===== config.mk =====
export PLATFORM = sky130hd
export DESIGN_NAME = sine_stream_ctrl
export DESIGN_NICKNAME = d
export VERILOG_FILES = /design/src/rtl/sine_stream_ctrl.sv
export SDC_FILE = /design/constraint.sdc
export NUM_CORES = 1
export LEC_CHECK = 0
export CAP_MARGIN = 5
export CORE_ASPECT_RATIO = 0.9
export CORE_MARGIN = 3
export CORE_UTILIZATION = 40
export CTS_BUF_LIST = sky130_fd_sc_hd__clkbuf_4 sky130_fd_sc_hd__clkbuf_8
export DETAILED_ROUTE_END_ITERATION = 16
export HOLD_SLACK_MARGIN = 0.15
export PLACE_DENSITY = 0.67
export SYNTH_ARGS = -nofsm -noshare
export SYNTH_HDL_FRONTEND = slang
export SYNTH_SLANG_ARGS = --single-unit

===== constraint.sdc =====
create_clock -name clk_i -period 8.4 [get_ports clk_i]
set_input_delay 2.1 -clock clk_i [delete_from_list [all_inputs] [get_ports clk_i]]
set_output_delay 2.1 -clock clk_i [all_outputs]
set_load 0.02 [all_outputs]

===== src/rtl/sine_stream_ctrl.sv =====
// Burst sequencer for the sine generator: holds it in reset while idle, paces its
// enable at a programmable rate and forwards each sample into the async FIFO write port.
module sine_stream_ctrl #(
  parameter int unsigned DATA_WIDTH = 16,
  parameter int unsigned DIV_WIDTH  = 16,
  parameter int unsigned LEN_WIDTH  = 16
) (
  input  logic                  clk_i,
  input  logic                  rst_i,
  input  logic                  start_i,
  input  logic                  stop_i,
  input  logic [DIV_WIDTH-1:0]  rate_div_i,
  input  logic [LEN_WIDTH-1:0]  burst_len_i,
  output logic                  gen_n_rst_o,
  output logic                  gen_enable_o,
  input  logic [DATA_WIDTH-1:0] gen_sample_i,
  input  logic                  fifo_full_i,
  output logic                  fifo_wr_en_o,
  output logic [DATA_WIDTH-1:0] fifo_wdata_o,
  output logic                  busy_o,
  output logic                  done_o,
  output logic                  late_o
);

  typedef enum logic [1:0] {
    ST_IDLE  = 2'd0,
    ST_RUN   = 2'd1,
    ST_FLUSH = 2'd2
  } state_e;

  state_e                state_q, state_d;
  logic [DIV_WIDTH-1:0]  rate_m1_q, rate_m1_d;
  logic [DIV_WIDTH-1:0]  div_cnt_q, div_cnt_d;
  logic [LEN_WIDTH-1:0]  burst_len_q, burst_len_d;
  logic [LEN_WIDTH-1:0]  sample_cnt_q, sample_cnt_d;
  logic                  pend_q, pend_d;
  logic                  hold_valid_q, hold_valid_d;
  logic [DATA_WIDTH-1:0] hold_data_q, hold_data_d;
  logic                  gen_n_rst_q, gen_n_rst_d;
  logic                  gen_enable_q, gen_enable_d;
  logic                  busy_q, busy_d;
  logic                  done_q, done_d;
  logic                  late_q, late_d;

  logic                  wr_c;
  logic                  hold_accept_c;
  logic                  capture_c;
  logic                  slot_free_c;
  logic                  tick_c;
  logic [LEN_WIDTH-1:0]  sample_cnt_inc_c;

  // pend holds the generator's current output until it has moved into the hold
  // register; a new enable is only allowed when that move happens this cycle.
  assign wr_c             = hold_valid_q && !fifo_full_i;
  assign hold_accept_c    = !hold_valid_q || !fifo_full_i;
  assign capture_c        = pend_q && hold_accept_c;
  assign slot_free_c      = !pend_q || hold_accept_c;
  assign tick_c           = (div_cnt_q == rate_m1_q);
  assign sample_cnt_inc_c = sample_cnt_q + LEN_WIDTH'(1);

  always_ff @(posedge clk_i or posedge rst_i) begin
    if (rst_i) begin
      state_q      <= ST_IDLE;
      rate_m1_q    <= '0;
      div_cnt_q    <= '0;
      burst_len_q  <= '0;
      sample_cnt_q <= '0;
      pend_q       <= 1'b0;
      hold_valid_q <= 1'b0;
      hold_data_q  <= '0;
      gen_n_rst_q  <= 1'b0;
      gen_enable_q <= 1'b0;
      busy_q       <= 1'b0;
      done_q       <= 1'b0;
      late_q       <= 1'b0;
    end else begin
      state_q      <= state_d;
      rate_m1_q    <= rate_m1_d;
      div_cnt_q    <= div_cnt_d;
      burst_len_q  <= burst_len_d;
      sample_cnt_q <= sample_cnt_d;
      pend_q       <= pend_d;
      hold_valid_q <= hold_valid_d;
      hold_data_q  <= hold_data_d;
      gen_n_rst_q  <= gen_n_rst_d;
      gen_enable_q <= gen_enable_d;
      busy_q       <= busy_d;
      done_q       <= done_d;
      late_q       <= late_d;
    end
  end

  always_comb begin
    state_d      = state_q;
    rate_m1_d    = rate_m1_q;
    div_cnt_d    = div_cnt_q;
    burst_len_d  = burst_len_q;
    sample_cnt_d = sample_cnt_q;
    gen_enable_d = 1'b0;
    done_d       = 1'b0;
    late_d       = late_q;
    pend_d       = gen_enable_q || (pend_q && !capture_c);
    hold_valid_d = capture_c || (hold_valid_q && !wr_c);
    hold_data_d  = capture_c ? gen_sample_i : hold_data_q;

    unique case (state_q)
      ST_IDLE: begin
        // The start edge itself issues enable #1, so the burst begins at phase 0.
        if (start_i) begin
          rate_m1_d    = (rate_div_i < DIV_WIDTH'(2)) ? DIV_WIDTH'(1)
                                                      : rate_div_i - DIV_WIDTH'(1);
          burst_len_d  = burst_len_i;
          sample_cnt_d = LEN_WIDTH'(1);
          div_cnt_d    = '0;
          late_d       = 1'b0;
          pend_d       = 1'b0;
          hold_valid_d = 1'b0;
          gen_enable_d = 1'b1;
          state_d      = (burst_len_i == LEN_WIDTH'(1)) ? ST_FLUSH : ST_RUN;
        end
      end
      ST_RUN: begin
        if (stop_i) begin
          state_d = ST_FLUSH;
        end else if (tick_c) begin
          if (slot_free_c) begin
            gen_enable_d = 1'b1;
            div_cnt_d    = '0;
            sample_cnt_d = sample_cnt_inc_c;
            if ((burst_len_q != '0) && (sample_cnt_inc_c == burst_len_q)) begin
              state_d = ST_FLUSH;
            end
          end else begin
            late_d = 1'b1;
          end
        end else begin
          div_cnt_d = div_cnt_q + DIV_WIDTH'(1);
        end
      end
      ST_FLUSH: begin
        if (!pend_d && !hold_valid_d) begin
          state_d = ST_IDLE;
          done_d  = 1'b1;
        end
      end
      default: state_d = ST_IDLE;
    endcase

    gen_n_rst_d = (state_d != ST_IDLE);
    busy_d      = (state_d != ST_IDLE);
  end

  assign gen_n_rst_o  = gen_n_rst_q;
  assign gen_enable_o = gen_enable_q;
  assign fifo_wr_en_o = wr_c;
  assign fifo_wdata_o = hold_data_q;
  assign busy_o       = busy_q;
  assign done_o       = done_q;
  assign late_o       = late_q;

endmodule


==> impl_metrics.yaml, run 1 <==
timing:
  timing.fmax_mhz: 184
  hold_violations: 0
  hold_slack_ns: 0.507
  finalCritPeriodShare: 0.647
  fin_crit_ns: 5.43
  setup_viol: 0
  grt_setup_unrepaired: "no"
  finalClockSkew_ns: 0.0106
  slew_headroom: 0.266
  worst_slew_pin_slew_ns: 1.10
  slew_violations: 0
  tns_ns: 0
drt:
  drc_errors: 0
  ant_nets: 0
  vias: 4082
  wl_per_cell_um: 15.4
  viasPerCell: 5.46
  first_pass_iters: 4
  routed_wl_mm: 11.5
  drt_iter0_drc: 319
floorplanning:
  dieArea_um2: 13700
  fp.dieH_um: 111
  die_w_um: 123
  core_area_um2: 11700
  rows: 37
  start_util: 0.420
  io_pins: 75
setup_path:
  cp_max_fo: 5
  start_kind: "input pin"
  crit_type: "in -> out"
  crit_arrival_ns: 3.33
  endpoint_kind: "output port"
  cp.required_ns: 6.30
  worst_r2r_path_depth: 5
logic_synthesis:
  synth_cells: 524
  ys.flop_type: "dfrtp_1"
  synth.avg_cell_area_um2: 9.40
  synthDominantCellAreaShare: 0.447
  async_reset_ff_frac: 1.00
  yosysUniqueCellTypes: 56
  synth.most_common_cell: "nand2_1"
  synth_area_leaders: "dfrtp_1 45%, xnor2_1 8.4%, nand2_1 7.3%, mux2_2 3.9%, o21ai_0 2.9%"
  yosysSeqAreaShare: 0.447
  netlist_top_cells_count: "96 x nand2_1, 88 x dfrtp_1, 47 x xnor2_1"
  synth-edff-count: 0
  syn_area_um2: 4920
  yosysWarningCount: 0
  yosysTopAreaCell: "dfrtp_1"
  synthesis.nets: 580
  synth-seq-cells: 88
clock_tree:
  cts_resized: 0
  cts-root-buf: "clkbuf_8"
  clockBufferDepth: 2
  h-tree-depth: 3
  cts_tree: "built"
  cts.sinks: 88
  postCtsSetupBuffers: 0
  clk_latency_ns: 0.37
  clk_pin_slew_ns: 0.08
  cts_buffers: 9
  cts_hold_buf: 0
placed_design:
  gp_congestion: 0.800
  portBuffers: 74
  place.detailed.hpwl_mm: 8.32
final_layout:
  n_antenna_cell: 0
  nets: 643
  fill_cells: 1095
  area_growth_pct: 20.5
  register_area_um2: 2200
  multi_input_area_um2: 2560
  drive_gt1_frac: 0.110
grt:
  grtUsageMet2: 0.270
  antenna_found_initial: 0
  grt_pass1_vias: 3977
  grt_start_max_net_pins: 89
  grt_pass1_wl_mm: 19.4
  grt-ovfl-total: 0
  top_usage_layer: "met2"
  grtUsageMet3: 0.0449
  grt_usage: 0.175
  met1_usage: 0.238
power_and_ir_drop:
  max-vdd-ir-drop_mv: 0.0885
  powerDensity_nw_per_um2: 281
  p_leak_nw: 2.37
run:
  timing.max_cap.violations: 0
min_path:
  hold_depth: 2
  hp-class: "reg -> reg"
status:
  status: "finished, final reports clean"
==> logic make-up after synthesis <==
| logic type | after synthesis | synth area share |
|---|---|---|
| AND/OR/NAND/NOR | 223 | 0.229 |
| AO/OA/AOI/OAI | 98 | 0.136 |
| flip-flops | 88 | 0.447 |
| XOR/XNOR | 57 | 0.101 |
| buffers and inverters | 35 | 0.0338 |
| multiplexers | 20 | 0.0450 |
| adder cells (fa/ha/maj) | 3 | 0.00762 |
==> power by group <==
group	internal, mW	leakage, nW	switching [mW]
Sequential	0.561	1.13	0.117
Combinational	0.334	1.16	0.392
Clock	0.113	0.0878	0.151
==> cell usage in the layout (no fill, tap or decap), drive strengths merged, types with 3 or more instances in the layout <==
cell	Yosys	routed
a211o	4	4
inv	9	8
nor2	27	27
nor3	10	10
clkbuf	15	10
dfrtp	88	88
nor3b	3	3
o31ai	8	8
o211ai	4	4
xnor2	47	47
nand2b	9	9
mux2i	3	3
o21ai	41	41
mux2	17	17
xor2	10	10
a31oi	4	4
a21oi	15	15
o41ai	9	9
nand2	96	96
and3	6	6
buf	11	4
or3	6	6
nor4	19	19
nand3	13	13
clkinv	0	5
ha	3	3
clkdlybuf4s50	0	74
or4	4	4
or2	3	3
nand4	16	16
and2	4	4
==> final cells by class <==
type / instances / share of cell area
multi-input combinational: 401 / 0.431
sequential: 88 / 0.371
clock inverter: 6 / 0.00590
timing repair buffer: 78 / 0.130
tap: 156 / 0.0329
inverter: 9 / 0.00590
clock buffer: 10 / 0.0232
==> worst max-delay path: stages <==
cell	delay, ns
clkdlybuf4s50_1	0.47
nor2b_1	0.14
clkdlybuf4s50_1	0.63
==> sequential cells by signal, summed over array words and instances (netlist names) <==
| register | flops |
|---|---|
| gen_enable_o | 1 |
| hold_valid_q | 1 |
| done_o | 1 |
| burst_len_q | 16 |
| div_cnt_q | 16 |
| rate_m1_q | 16 |
| busy_o | 1 |
| fifo_wdata_o | 16 |
| late_o | 1 |
| state_q | 2 |
| sample_cnt_q | 16 |
| pend_q | 1 |
==> metrics by stage <==
stage / util / area [um2] / setup slack, ns / total power [mW] / instances
4_1_cts: 0.507 / 5930 / 2.96 / 1.68 / 748
5_1_grt: 0.507 / 5930 / 2.90 / 1.79 / 748
2_1_floorplan: - / 4920 / 3.90 / 1.17 / 524
6_report: 0.507 / 5930 / 2.97 / 1.67 / 748
3_3_place_gp: 0.492 / 5760 / 2.96 / 1.39 / 732
3_5_place_dp: 0.492 / 5760 / 2.96 / 1.41 / 732
==> per-layer routing <==
layer | up-vias | routed length, um
met4 | 0 | 209
met2 | 124 | 5230
met1 | 1951 | 5270
li1 | 1988 | -
met5 | - | 0
met3 | 19 | 817
==> path summary, 6_finish.rpt <==
check	startpoint	to	slack [ns]
hold reg to reg	rate_m1_q[14]	rate_m1_q[14]	0.51
max in group asynchronous	rst_i	burst_len_q[10]	5.28
setup reg to reg	div_cnt_q[0]	sample_cnt_q[11]	5.47
min in group asynchronous	rst_i	sample_cnt_q[0]	2.41
setup / recovery	fifo_full_i	fifo_wr_en_o	2.97
hold / removal	rate_m1_q[14]	rate_m1_q[14]	0.51
Note: power is estimated with default switching activity, not from simulation.
==> inputs of run 2 (changes only) <==
- clock period: 8.4 -> 5.3 ns (I/O delays scaled with it)
==> impl_metrics.yaml, run 2 (same netlist as run 1, synthesis figures left out) <==
grt:
  grt_start_max_net_pins: 64
  grt-ovfl-total: 0
  grt_usage: 0.180
  grt_pass1_vias: 4016
  grt_pass1_wl_mm: 19.8
  antenna_found_initial: 0
timing:
  slew_headroom: 0.257
  slew_violations: 0
  tns_ns: 0
  worst_slew_pin_slew_ns: 1.11
  finalCritPeriodShare: 0.729
  fin_crit_ns: 3.86
  hold_violations: 0
  setup_viol: 0
  fin_ws_ns: 1.44
  timing.fmax_mhz: 259
  finalClockSkew_ns: 0.0128
  grt_setup_unrepaired: "no"
setup_path:
  crit_type: "in -> out"
  start_kind: "input pin"
  cp_max_fo: 5
  crit_arrival_ns: 2.54
  cp.required_ns: 3.97
  endpoint_kind: "output port"
floorplanning:
  dieArea_um2: 13700
  io_pins: 75
  rows: 37
  core_area_um2: 11700
  fp.dieH_um: 111
  start_util: 0.420
  die_w_um: 123
clock_tree:
  cts_buffers: 9
  clockBufferDepth: 2
  clk_pin_slew_ns: 0.07
  cts_resized: 0
  h-tree-depth: 3
  clk_latency_ns: 0.37
  cts_tree: "built"
  cts.sinks: 88
  cts-root-buf: "clkbuf_8"
  cts_hold_buf: 0
  postCtsSetupBuffers: 0
placed_design:
  place.detailed.hpwl_mm: 8.66
  place_area_um2: 5760
  gp_congestion: 0.852
  post-place-ws_ns: 1.22
  portBuffers: 74
final_layout:
  final_common_cell: "nand2_1"
  area_growth_pct: 20.1
  fin_area_um2: 5910
  n_antenna_cell: 0
  final_cell_mix: "96 x nand2_1, 88 x dfrtp_1, 74 x clkdlybuf4s50_1"
  multi_input_area_um2: 2560
  drive_gt1_frac: 0.105
  nets: 643
  fill_cells: 1102
  register_area_um2: 2200
drt:
  wl_per_cell_um: 15.8
  drc_errors: 0
  vias: 4118
  viasPerCell: 5.53
  routed_wl_mm: 11.8
  drt_iter0_drc: 268
  ant_nets: 0
  first_pass_iters: 4
power_and_ir_drop:
  p_leak_nw: 2.37
  powerDensity_nw_per_um2: 444
  max-vdd-ir-drop_mv: 0.176
min_path:
  hp-class: "reg -> reg"
status:
  status: "finished, final reports clean"
run:
  timing.max_cap.violations: 0
==> run 2: cell types whose count changed in the layout (fill, tap and decap cells not counted), sizes merged <==
cell and change:
clkinv -2, clkinvlp -2, clkbuf +1
==> run 2: per-layer routing <==
layer / track usage / vias up / share of wire
met2: 0.278 / 127 / 0.46
met1: 0.243 / 1988 / 0.45
li1: - / 1989 / -
met3: 0.0602 / 14 / 0.076
met4: 0.0440 / 0 / 0.014
met5: 0 / - / 0
==> run 2: metrics by stage <==
step | hold slack, ns | std cells | utilization | total power, mW
final | 0.503 | 745 | 0.505 | 2.62
after global routing | 0.522 | 745 | 0.505 | 2.83
after CTS | 0.510 | 745 | 0.505 | 2.65
after detailed placement | 0.492 | 732 | 0.492 | 2.25
after global placement | 0.486 | 732 | 0.492 | 2.20
after floorplan | 0.466 | 524 | - | 1.85
==> run 2: area by class of cell <==
class                      instances  area share
clock buffer                      11      0.0235
clock inverter                     2     0.00169
inverter                           9     0.00593
multi-input combinational        401       0.433
sequential                        88       0.373
tap                              156      0.0330
timing repair buffer              78       0.130
==> run 2: power breakdown <==
group	switching (mW)	leakage, nW	internal [mW]
clock network	0.224	0.0817	0.172
registers	0.185	1.13	0.889
logic	0.624	1.16	0.531
total	1.03	2.37	1.59
==> run 2: critical path: stages <==
cell and delay [ns]:
clkdlybuf4s50_1 0.47, nor2b_1 0.13, clkdlybuf4s50_1 0.62
==> run 2: path summary, 6_finish.rpt <==
path / startpoint / endpoint / slack [ns] / cells past startpoint
min: rate_m1_q[14] / rate_m1_q[14] / 0.50 / 2
max reg2reg: div_cnt_q[0] / sample_cnt_q[11] / 2.23 / 5
max: fifo_full_i / fifo_wr_en_o / 1.44 / 3
min reg2reg: rate_m1_q[14] / rate_m1_q[14] / 0.50 / 2
min in group asynchronous: rst_i / busy_o / 1.52 / 2
max in group asynchronous: rst_i / fifo_wdata_o[7] / 2.85 / 3
==> inputs of run 3 (changes only) <==
- PLACE_DENSITY: 0.67 -> 0.69
- clock period: 5.3 -> 3.5 ns (I/O delays scaled with it)
==> impl_metrics.yaml, run 3 (same netlist as run 1, synthesis figures left out) <==
clock_tree:
  cts_resized: 0
  cts.sinks: 88
  cts_hold_buf: 0
  clk_latency_ns: 0.37
  h-tree-depth: 3
  clockBufferDepth: 2
  postCtsSetupBuffers: 0
  cts_tree: "built"
  clk_pin_slew_ns: 0.08
  cts-root-buf: "clkbuf_8"
  cts_buffers: 9
timing:
  slew_headroom: 0.450
  setup_viol: 0
  finalClockSkew_ns: 0.0112
  fin_crit_ns: 3.00
  hold_violations: 0
  grt_setup_unrepaired: "no"
  tns_ns: 0
  timing.fmax_mhz: 334
  slew_violations: 0
  worst_slew_pin_slew_ns: 0.825
  finalCritPeriodShare: 0.857
min_path:
  hp-class: "reg -> reg"
power_and_ir_drop:
  powerDensity_nw_per_um2: 674
  max-vdd-ir-drop_mv: 0.250
  p_leak_nw: 2.41
  power.total_mw: 4.04
grt:
  grt_usage: 0.177
  top_usage_layer: "met2"
  grtUsageMet3: 0.0265
  grtUsageMet2: 0.279
  antenna_found_initial: 0
  met1_usage: 0.244
  grt_pass1_wl_mm: 19.5
  grt_pass1_vias: 4048
  grt_start_max_net_pins: 89
  grt-ovfl-total: 0
placed_design:
  portBuffers: 74
  gp_congestion: 0.852
  place.detailed.hpwl_mm: 8.53
final_layout:
  area_growth_pct: 21.9
  final_common_cell: "nand2_1"
  n_antenna_cell: 0
  final_cell_mix: "96 x nand2_1, 88 x dfrtp_1, 74 x clkdlybuf4s50_1"
  nets: 650
  drive_gt1_frac: 0.117
  fill_cells: 1077
drt:
  wl_per_cell_um: 15.5
  viasPerCell: 5.42
  routed_wl_mm: 11.7
  vias: 4084
  ant_nets: 0
  first_pass_iters: 4
  drc_errors: 0
  drt_iter0_drc: 267
floorplanning:
  fp.dieH_um: 111
  die_w_um: 123
  rows: 37
  io_pins: 75
  core_area_um2: 11700
  dieArea_um2: 13700
  start_util: 0.420
setup_path:
  cp_max_fo: 5
  crit_arrival_ns: 2.12
  start_kind: "input pin"
  endpoint_kind: "output port"
  crit_type: "in -> out"
  cp.required_ns: 2.62
status:
  status: "finished, final reports clean"
run:
  timing.max_cap.violations: 0
run 3: cell types whose count changed in the layout (fill, tap and decap cells not counted), sizes merged:
| cell | previous run | this run |
|---|---|---|
| buf | 4 | 11 |
| clkinvlp | 0 | 1 |
| clkbuf | 11 | 12 |
run 3: final cells by class:
| class | instances | area [um2] | share of cell area |
|---|---|---|---|
| sequential | 88 | 2200 | 0.367 |
| tap | 156 | 195 | 0.0325 |
| clock inverter | 3 | 17.5 | 0.00292 |
| inverter | 9 | 35.0 | 0.00584 |
| timing repair buffer | 85 | 836 | 0.139 |
| clock buffer | 12 | 159 | 0.0265 |
| multi-input combinational | 401 | 2550 | 0.426 |
run 3: critical path: stages:
cell and delay (ns):
clkdlybuf4s50_1 0.48, nor2b_1 0.15, clkdlybuf4s50_1 0.61
run 3: stage by stage:
step | setup WS [ns] | utilization | area [um2] | hold WS (ns) | instances
global route | 0.423 | 0.512 | 6000 | 0.525 | 754
finish | 0.502 | 0.512 | 6000 | 0.510 | 754
global placement | 0.466 | 0.497 | 5820 | 0.485 | 739
detailed placement | 0.361 | 0.497 | 5820 | 0.494 | 739
floorplan | 0.346 | - | 4920 | 0.466 | 524
CTS | 0.497 | 0.512 | 6000 | 0.513 | 754
run 3: power by group:
group | internal, mW | leakage (nW) | switching [mW]
Clock | 0.299 | 0.0917 | 0.353
Sequential | 1.35 | 1.13 | 0.286
Combinational | 0.823 | 1.19 | 0.935
Total | 2.47 | 2.41 | 1.57
run 3: path summary, 6_finish.rpt:
kind,end,slack (ns),startpoint,cells after the start
max reg2reg,state_q[0],0.90,sample_cnt_q[0],7
max in group asynchronous,rate_m1_q[1],2.19,rst_i,3
min,rate_m1_q[14],0.51,rate_m1_q[14],2
min in group asynchronous,burst_len_q[4],0.91,rst_i,3
min reg2reg,rate_m1_q[14],0.51,rate_m1_q[14],2
max,fifo_wr_en_o,0.50,fifo_full_i,3
run 3: routing by layer:
metal,vias to the layer above,share of wire
met4,0,0.017
met1,1967,0.47
met2,101,0.46
met5,-,0
met3,10,0.052
li1,2006,-
